===== src/rtl/fetch_pkg.sv =====
// Shared types for the RV32I instruction fetch stage.
package fetch_pkg;

  typedef enum logic [1:0] {
    BOOT  = 2'd0,
    RUN   = 2'd1,
    FLUSH = 2'd2
  } fetch_state_e;

  typedef struct packed {
    logic [31:0] instr;
    logic [31:0] pc;
  } fetch_entry_t;

  localparam logic [31:0] NOP_INSTR = 32'h0000_0013;

endpackage


===== src/rtl/fetch_unit_sync_fifo.sv =====
// Small synchronous FIFO with clear; head data reads as zero while empty.
module sync_fifo #(
  parameter  int WIDTH = 32,
  parameter  int DEPTH = 2,
  localparam int AW    = $clog2(DEPTH),
  localparam int CW    = $clog2(DEPTH + 1)
) (
  input  logic             clk,
  input  logic             rst,
  input  logic             push,
  input  logic [WIDTH-1:0] wdata,
  input  logic             pop,
  input  logic             clear,
  output logic [WIDTH-1:0] rdata,
  output logic [CW-1:0]    count,
  output logic             full,
  output logic             empty
);

  logic [WIDTH-1:0] mem_q [DEPTH];
  logic [WIDTH-1:0] mem_d [DEPTH];
  logic [AW-1:0]    wr_ptr_q, wr_ptr_d;
  logic [AW-1:0]    rd_ptr_q, rd_ptr_d;
  logic [CW-1:0]    count_q, count_d;
  logic             do_push, do_pop;

  function automatic logic [AW-1:0] ptr_inc(input logic [AW-1:0] p);
    return (p == AW'(DEPTH - 1)) ? '0 : p + 1'b1;
  endfunction

  assign full  = (count_q == CW'(DEPTH));
  assign empty = (count_q == '0);
  assign count = count_q;
  assign rdata = empty ? '0 : mem_q[rd_ptr_q];

  // A full FIFO may still accept a push when the head leaves in the same cycle.
  assign do_pop  = pop && !empty;
  assign do_push = push && !clear && (!full || do_pop);

  always_comb begin
    mem_d    = mem_q;
    wr_ptr_d = wr_ptr_q;
    rd_ptr_d = rd_ptr_q;
    count_d  = count_q;
    if (clear) begin
      wr_ptr_d = '0;
      rd_ptr_d = '0;
      count_d  = '0;
    end else begin
      if (do_push) begin
        mem_d[wr_ptr_q] = wdata;
        wr_ptr_d        = ptr_inc(wr_ptr_q);
      end
      if (do_pop) rd_ptr_d = ptr_inc(rd_ptr_q);
      if (do_push && !do_pop)      count_d = count_q + 1'b1;
      else if (!do_push && do_pop) count_d = count_q - 1'b1;
    end
  end

  always_ff @(posedge clk) begin
    mem_q <= mem_d;
  end

  always_ff @(posedge clk) begin
    if (rst) begin
      wr_ptr_q <= '0;
      rd_ptr_q <= '0;
      count_q  <= '0;
    end else begin
      wr_ptr_q <= wr_ptr_d;
      rd_ptr_q <= rd_ptr_d;
      count_q  <= count_d;
    end
  end

endmodule


===== src/rtl/fetch_unit.sv =====
// RV32I fetch stage: credit-limited imem requests, PC-tagged decode buffer, redirect flush.
// Optional FETCH_PERF_CNT_EN adds perf_fetched / perf_flushed counters.
module fetch_unit
  import fetch_pkg::*;
#(
  parameter logic [31:0] RESET_PC        = 32'h0000_0000,
  parameter int          FIFO_DEPTH      = 2,
  parameter int          MAX_OUTSTANDING = 2
) (
  input  logic        clk,
  input  logic        rst,
  output logic        imem_req_valid,
  input  logic        imem_req_ready,
  output logic [31:0] imem_req_addr,
  input  logic        imem_rsp_valid,
  input  logic [31:0] imem_rsp_data,
  input  logic        redirect_valid,
  input  logic [31:0] redirect_pc,
  output logic        dec_valid,
  input  logic        dec_ready,
  output logic [31:0] dec_instr,
  output logic [31:0] dec_pc
`ifdef FETCH_PERF_CNT_EN
  ,
  output logic [31:0] perf_fetched,
  output logic [31:0] perf_flushed
`endif
);

  localparam int FCW = $clog2(FIFO_DEPTH + 1);
  localparam int TCW = $clog2(MAX_OUTSTANDING + 1);

  fetch_state_e   state_q, state_d;
  logic [31:0]    fetch_pc_q, fetch_pc_d;
  logic [TCW-1:0] drop_cnt_q, drop_cnt_d;

  fetch_entry_t   fifo_wdata, fifo_rdata;
  logic [FCW-1:0] fifo_count;
  logic           fifo_full, fifo_empty;
  logic [31:0]    tag_rdata;
  logic [TCW-1:0] tag_count;
  logic           tag_full, tag_empty;

  logic credit_ok, req_fire, rsp_stale, rsp_live, dec_fire;
  logic rpc_unused;

  assign rpc_unused = ^redirect_pc[1:0];

  // Tag queue holds exactly the live (non-stale) in-flight requests.
  assign credit_ok = (int'(tag_count) + int'(fifo_count) < FIFO_DEPTH) &&
                     (int'(tag_count) + int'(drop_cnt_q) < MAX_OUTSTANDING);

  assign imem_req_valid = (state_q != BOOT) && credit_ok;
  assign imem_req_addr  = fetch_pc_q;
  assign req_fire       = imem_req_valid && imem_req_ready;

  assign rsp_stale = (drop_cnt_q != '0) || redirect_valid;
  assign rsp_live  = imem_rsp_valid && !rsp_stale;

  assign dec_valid = !fifo_empty;
  assign dec_instr = fifo_rdata.instr;
  assign dec_pc    = fifo_rdata.pc;
  assign dec_fire  = dec_valid && dec_ready;

  assign fifo_wdata = '{instr: imem_rsp_data, pc: tag_rdata};

  sync_fifo #(.WIDTH($bits(fetch_entry_t)), .DEPTH(FIFO_DEPTH)) u_dec_fifo (
    .clk   (clk),
    .rst   (rst),
    .push  (rsp_live),
    .wdata (fifo_wdata),
    .pop   (dec_fire),
    .clear (redirect_valid),
    .rdata (fifo_rdata),
    .count (fifo_count),
    .full  (fifo_full),
    .empty (fifo_empty)
  );

  sync_fifo #(.WIDTH(32), .DEPTH(MAX_OUTSTANDING)) u_tag_q (
    .clk   (clk),
    .rst   (rst),
    .push  (req_fire),
    .wdata (fetch_pc_q),
    .pop   (rsp_live),
    .clear (redirect_valid),
    .rdata (tag_rdata),
    .count (tag_count),
    .full  (tag_full),
    .empty (tag_empty)
  );

  always_comb begin
    fetch_pc_d = fetch_pc_q;
    drop_cnt_d = drop_cnt_q;
    if (redirect_valid) begin
      fetch_pc_d = {redirect_pc[31:2], 2'b00};
      // Everything still owed by memory after this cycle becomes stale.
      drop_cnt_d = TCW'(int'(drop_cnt_q) + int'(tag_count) + int'(req_fire)
                        - int'(imem_rsp_valid));
    end else begin
      if (req_fire) fetch_pc_d = fetch_pc_q + 32'd4;
      if (imem_rsp_valid && drop_cnt_q != '0) drop_cnt_d = drop_cnt_q - 1'b1;
    end
  end

  always_comb begin
    state_d = state_q;
    case (state_q)
      BOOT:    state_d = RUN;
      RUN:     if (redirect_valid && drop_cnt_d != '0) state_d = FLUSH;
      FLUSH:   if (!redirect_valid && drop_cnt_d == '0) state_d = RUN;
      default: state_d = BOOT;
    endcase
  end

  always_ff @(posedge clk) begin
    if (rst) begin
      state_q    <= BOOT;
      fetch_pc_q <= RESET_PC;
      drop_cnt_q <= '0;
    end else begin
      state_q    <= state_d;
      fetch_pc_q <= fetch_pc_d;
      drop_cnt_q <= drop_cnt_d;
    end
  end

  always_ff @(posedge clk) begin
    if (!rst) begin
      assert (!(rsp_live && fifo_full && !dec_fire));
      assert (!(req_fire && tag_full && !redirect_valid));
      assert (!(rsp_live && tag_empty));
    end
  end

`ifdef FETCH_PERF_CNT_EN
  logic [31:0] perf_fetched_q, perf_fetched_d;
  logic [31:0] perf_flushed_q, perf_flushed_d;
  logic [32:0] flushed_sum;
  logic [31:0] flush_inc;

  // A popped head in the redirect cycle counts as fetched, not flushed.
  always_comb begin
    flush_inc = 32'(imem_rsp_valid && rsp_stale);
    if (redirect_valid)
      flush_inc = flush_inc + 32'(fifo_count) - 32'(dec_fire);
    flushed_sum    = {1'b0, perf_flushed_q} + {1'b0, flush_inc};
    perf_flushed_d = flushed_sum[32] ? 32'hFFFF_FFFF : flushed_sum[31:0];
    perf_fetched_d = perf_fetched_q;
    if (dec_fire && perf_fetched_q != 32'hFFFF_FFFF)
      perf_fetched_d = perf_fetched_q + 32'd1;
  end

  always_ff @(posedge clk) begin
    if (rst) begin
      perf_fetched_q <= '0;
      perf_flushed_q <= '0;
    end else begin
      perf_fetched_q <= perf_fetched_d;
      perf_flushed_q <= perf_flushed_d;
    end
  end

  assign perf_fetched = perf_fetched_q;
  assign perf_flushed = perf_flushed_q;
`endif

endmodule


===== config.mk =====
export PLATFORM = sky130hd
export DESIGN_NAME = fetch_unit
export DESIGN_NICKNAME = d
export VERILOG_FILES = /design/src/rtl/fetch_pkg.sv /design/src/rtl/fetch_unit_sync_fifo.sv /design/src/rtl/fetch_unit.sv
export SDC_FILE = /design/constraint.sdc
export NUM_CORES = 1
export LEC_CHECK = 0
export BUFFER_PORTS_ARGS = -buffer_cell sky130_fd_sc_hd__clkbuf_2
export CAP_MARGIN = 20
export CORE_UTILIZATION = 53
export DETAILED_ROUTE_END_ITERATION = 16
export PLACE_DENSITY = 0.8
export REMOVE_ABC_BUFFERS = 1
export SLEW_MARGIN = 30
export SYNTH_ARGS = -nofsm -noshare
export SYNTH_HDL_FRONTEND = slang
export SYNTH_SLANG_ARGS = --single-unit

===== constraint.sdc =====
create_clock -name clk -period 6.3 [get_ports clk]
set_clock_uncertainty 0.05 [all_clocks]
set_input_delay 1.26 -clock clk [delete_from_list [all_inputs] [get_ports clk]]
set_output_delay 1.26 -clock clk [all_outputs]
set_load 0.1 [all_outputs]

Word level (Yosys, flattened, before mapping)
Cells that the tools add are included.
- bits in registers: 236
- input port bits: 70
- logic and storage cells: 123
- $add $sub $neg: 14
- order comparisons: 8
- eq/ne operators: 6
- muxes and demuxes: 29
- bitwise gates (word level): 5
- reduce and logical (&&, ||, !) cells: 47
- operator list (cell ; number):
    $mux W64 ; 5
    $mux W32 ; 7
    $bwmux W128 ; 1
    $bwmux W64 ; 1
    $demux W64 S1 ; 1
    $add A32 B3 Y32 const B ; 1
    $demux W32 S1 ; 1
    $logic_and A1 B1 Y1 ; 20
    $mux W2 ; 8
    $reduce_bool A2 Y1 ; 6
    $logic_not A1 Y1 ; 10
    $ge A2 B2 Y1 const B ; 4
    $logic_not A2 Y1 ; 4
    $not A1 Y2 ; 4
    $add A2 B2 Y3 ; 2
    $eq A2 B2 Y1 const B ; 3
    $lt A3 B2 Y1 const B ; 2
    $pmux W2 S3 ; 1
    $reduce_and A2 Y1 ; 3
    $sub A2 B1 Y2 const B ; 3
    $add A1 B1 Y1 const B ; 4
    $add A2 B1 Y2 const B ; 2
    $lt A2 B1 Y1 const B ; 2
    $mux W1 ; 4
    7 further kinds ; 10

Depth between registers and ports, before layout
- depth in word-level cells: 12
- mapped depth: 9
- gate-level depth less buffers: 8

Hierarchy
Synthesis repeated with hierarchy kept, for this count alone.
- cell total of the unflattened synthesis: 714
- area, all modules: 9759.4 sq um
- by module, submodules not included (module ; instances ; cells an instance ; area an instance (sq um) ; seq. area each (sq um)):
    sync_fifo (u_dec_fifo) ; 1 ; 296 ; 5041.1 ; 3923.8
    sync_fifo (u_tag_q) ; 1 ; 161 ; 2637.5 ; 2001.9
    fetch_unit ; 1 ; 257 ; 2080.7 ; 680.7

Worst setup path before layout
No wires, ideal clock.
- path type: input port to flip-flop
- start: in redirect_valid
- end: reg u_dec_fifo.mem_q[100] (netlist name) (enable)
- library setup time: 0.490 ns
- data arrival time: 4.626 ns
- setup slack: 1.135 ns
- stages: 3
- buffers on the path: 1
- cell sequence: clkbuf_1 -> a211oi_1 -> nor2b_1
- longest elaborated chain between the ends: 6
- RTL lines (what ; RTL line ; source):
    start: declaration ; fetch_unit.sv:17 ; input logic redirect_valid,
    $logic_or A1 B1 Y1 ; fetch_unit.sv:57 ; assign rsp_stale = (drop_cnt_q != '0) || redirect_valid;
    $logic_not A1 Y1 ; fetch_unit.sv:58 ; assign rsp_live = imem_rsp_valid && !rsp_stale;
    $logic_and A1 B1 Y1 ; fetch_unit.sv:58 ;
    $logic_and A1 B1 Y1 (*) (2 in a row) ; fetch_unit_sync_fifo.sv:38 ; assign do_push = push && !clear && (!full || do_pop);
    net u_dec_fifo.do_push ; fetch_unit_sync_fifo.sv:25 ; logic do_push, do_pop;
    $reduce_and A2 Y1 (no source line) (*) ; - ;
    end signal: assignment ; fetch_unit_sync_fifo.sv:61 ; mem_q <= mem_d;
    end: declaration ; fetch_unit_sync_fifo.sv:20 ; logic [WIDTH-1:0] mem_q [DEPTH];
Mark *: on every way through the listed nets, which the timed path passes. The rest lies on a longest branch.
A chain may end at the register's enable or synchronous reset.

Worst setup path in the final report
- start: reg u_tag_q.count_q[0] (netlist: u_tag_q.count[0])
- end: out imem_req_valid
- longest elaborated chain between the ends: 4
- RTL lines (what ; RTL line ; source):
    start: declaration ; fetch_unit_sync_fifo.sv:24 ; logic [CW-1:0] count_q, count_d;
    start signal: assignment ; fetch_unit_sync_fifo.sv:72 ; count_q <= count_d;
    $add A2 B2 Y3, on equally long branches ; - ;
    $lt A3 B2 Y1, on equally long branches ; fetch_unit.sv:50, fetch_unit.sv:51 ;
    $logic_and A1 B1 Y1 (*) ; fetch_unit.sv:50 ; assign credit_ok = (int'(tag_count) + int'(fifo_count) < FIFO_DEPTH) &&
    $logic_and A1 B1 Y1 (*) ; fetch_unit.sv:53 ; assign imem_req_valid = (state_q != BOOT) && credit_ok;
    end: declaration ; fetch_unit.sv:12 ; output logic imem_req_valid,
Every way passes the cells marked *; elsewhere a longest branch is shown, timed or not.

==> impl_metrics.env <==
export IMPL_pre_cts_ws_ns=2.28
export IMPL_final_core_util_pct=65.1
export IMPL_hp_class="reg2reg"
export IMPL_grt_remaining_overflow=0
export IMPL_synth_edf_count=184
export IMPL_start_util_pct=54.6
export IMPL_slowest_delay_ns=0.86
export IMPL_leakage_nw=3.94
export IMPL_outcome="finished clean"
export IMPL_syn_inst=718
export IMPL_synth_seq_area_share_pct=66.9
export IMPL_htreeDepth=1
export IMPL_hold_ws_ns=0.468
export IMPL_cts_tree="yes"
export IMPL_final_cells=1116
export IMPL_cts_resized=0
export IMPL_period_minus_slack_ns=4.50
export IMPL_placed_cells=1075
export IMPL_cp_arrival_ns=3.19
export IMPL_antenna_found_initial=0
export IMPL_vdd_ir_drop_max_mv=0.203
export IMPL_maxSlewViolCount=0
export IMPL_max_freq_mhz=222
export IMPL_grt_pass1_wl_um=30500
export IMPL_synth_area_per_cell_um2=13.2
export IMPL_synthTopCellsByArea="edfxtp_1 58%, mux2i_1 9.7%, dfxtp_1 8.8%, nor2_1 5.2%, clkbuf_1 1.2%"
export IMPL_die_y_um=136
export IMPL_drv_cap=0
export IMPL_numPortBuffers=161
export IMPL_slew_headroom_pct=39.6
export IMPL_cts_buffers=23
export IMPL_ys_warn_count=0
export IMPL_die_area_um2=18500
export IMPL_syn_area_um2=9510
export IMPL_cp_start_kind="register"
export IMPL_drtPass1Iterations=5
export IMPL_dp_hpwl_um=12900
export IMPL_tns_ns=0
export IMPL_synth_async_reset_ratio_pct=0
export IMPL_finalHoldViolations=0
export IMPL_critical_path_max_fanout=20
export IMPL_place_area_um2=10600
export IMPL_ctsHoldBuffers=0
export IMPL_critical_path_top_delay_family="simple AND/OR/NAND/NOR gates"
export IMPL_cp_cell_sequence="ha_1 -> fa_1 -> or4_1 -> nor2_1 -> clkbuf_2"
export IMPL_layout_common_cells="184 x edfxtp_1, 161 x clkbuf_2, 129 x nor2_1"
export IMPL_rsz0062_at_grt="false"
export IMPL_grt_usage_pct=21.4
export IMPL_path_depth=5
export IMPL_rr_worst_depth=6
export IMPL_cts_buffer_depth=3
export IMPL_nFillCells=1247
export IMPL_grt_pass1_vias=6032
export IMPL_power_density_nw_per_um2=337
export IMPL_final_common_cell="edfxtp_1"
export IMPL_r2r_slack_ns=2.18
export IMPL_setup_viol=0
export IMPL_endpoint="imem_req_valid"
export IMPL_finalWirelength_um=19900
export IMPL_antennaDiodeCount=0
export IMPL_cts_root_buf="clkbuf_16"
export IMPL_worstSetupStartpoint="u_tag_q.count[0]"
export IMPL_p_total_mw=3.82
export IMPL_num_vias=6300
export IMPL_cp_required_ns=4.99
export IMPL_crit_path_top_delay_cell="or4_1"
export IMPL_cts_sinks=226
export IMPL_worst_slack_ns=1.80
export IMPL_avgRoutedWirePerCell_um=17.8
export IMPL_layout_drive_gt1_share_pct=23.9
export IMPL_clk_latency_ns=0.50
export IMPL_finalNetCount=953
export IMPL_critPathBufInv=1
export IMPL_die_x_um=136
export IMPL_num_rows=48
export IMPL_r2r_end="u_tag_q.mem_q[48]"
export IMPL_core_area_um2=17400
export IMPL_cts_setup_buffers=0
export IMPL_fin_area_um2=11300
export IMPL_ios=168
export IMPL_r2r_start="u_tag_q.count[0]"
export IMPL_drt_iter0_markers=440
export IMPL_path_clk_slew_ns=0.06
export IMPL_finalCritPeriodShare_pct=71.5
export IMPL_grt_start_max_net_pins=44
export IMPL_vias_per_cell=5.65
export IMPL_crit_type="reg2out"
export IMPL_gp_congestion=0.867
export IMPL_synth_area_leader_cell="edfxtp_1"
export IMPL_synth_distinct_cells=51
export IMPL_area_growth_pct=19.3
export IMPL_end_kind="output pin"
export IMPL_netlist_area_leader_share_pct=58.1
export IMPL_ys_ff_latch=226
export IMPL_ys_flop_type="edfxtp_1"
export IMPL_drtAntennaViolNets=0
export IMPL_worstMarginPinSlew_ns=0.897
export IMPL_route_detailed_drc=0
-- cell families after synthesis --
group	share of synthesized area [%]
AOI/OAI and AO/OA	6.11
adders and majority gates	1.21
muxes	9.68
buffers and inverters	2.32
xor gates and xnor gates	1.84
and+or+nand+nor	11.9
other	0.0394
DFF	66.9
-- Yosys cell counts (3+ instances only) --
cell / n
a211oi_1: 13
a21oi_1: 5
a221oi_1: 3
a311oi_1: 10
a31oi_1: 7
and2_1: 9
and3_1: 3
and4_1: 3
buf_1: 6
buf_4: 4
clkbuf_1: 31
dfxtp_1: 42
edfxtp_1: 184
ha_1: 6
inv_1: 10
mux2i_1: 92
nand2_1: 19
nand3_1: 16
nand4_1: 9
nor2_1: 131
nor2b_1: 3
nor3_1: 5
nor4_1: 14
o211ai_1: 7
o21a_1: 3
o21ai_0: 8
o31ai_1: 8
or2_2: 3
or3_1: 7
or4_1: 12
xnor2_1: 12
xor2_1: 8
-- flip-flops by register name, summed over array words and instances (netlist names) --
| register | count |
|---|---|
| drop_cnt_q | 2 |
| imem_req_addr | 30 |
| state_q | 2 |
| u_dec_fifo.count | 2 |
| u_dec_fifo.mem_q | 124 |
| u_dec_fifo.rd_ptr_q | 1 |
| u_dec_fifo.wr_ptr_q | 1 |
| u_tag_q.count | 2 |
| u_tag_q.mem_q | 60 |
| u_tag_q.rd_ptr_q | 1 |
| u_tag_q.wr_ptr_q | 1 |
-- worst register-to-register path, cell delays in order (launching register included) --
cell	delay [ns]
dfxtp_1	0.47
ha_1	0.23
fa_1	0.47
or4_1	0.86
a2111oi_2	0.66
nor2b_2	0.60
buf_4	0.45
-- layout make-up --
type | instances | area [µm²] | area share [%]
flip-flops and latches | 226 | 6370 | 56.2
well taps | 225 | 282 | 2.48
multi-input cells | 441 | 2960 | 26.1
repair buffers | 172 | 908 | 8.01
clock buffers | 30 | 602 | 5.31
inverters | 11 | 41.3 | 0.364
clock inverters | 11 | 179 | 1.58
-- where the power goes --
group	internal, mW	switching, mW	total, mW	leakage [nW]
clock	0.876	0.524	1.40	0.377
sequential	1.69	0.0508	1.74	2.00
combinational	0.131	0.545	0.675	1.57
total	2.70	1.12	3.82	3.94
-- worst min path at each step --
stage	from	to	slack, ns	depth (start not counted)
4_1_cts	imem_req_addr[31]	u_tag_q.mem_q[63]	0.48	0
6_report	imem_req_addr[31]	u_tag_q.mem_q[63]	0.47	0
5_1_grt	imem_req_addr[31]	u_tag_q.mem_q[63]	0.49	0
3_3_place_gp	imem_req_addr[31]	u_tag_q.mem_q[63]	0.47	0
2_1_floorplan	u_dec_fifo.wr_ptr_q	u_dec_fifo.wr_ptr_q	0.45	2
3_5_place_dp	imem_req_addr[31]	u_tag_q.mem_q[63]	0.47	0
-- routing by layer --
| layer | track usage (%) | part of all wire [%] |
|---|---|---|
| met3 | 3.17 | 6.7 |
| met5 | 0 | 0 |
| met4 | 6.79 | 2.1 |
| met2 | 36.9 | 49 |
| met1 | 27.8 | 42 |
(Power assumes the default switching activity.)
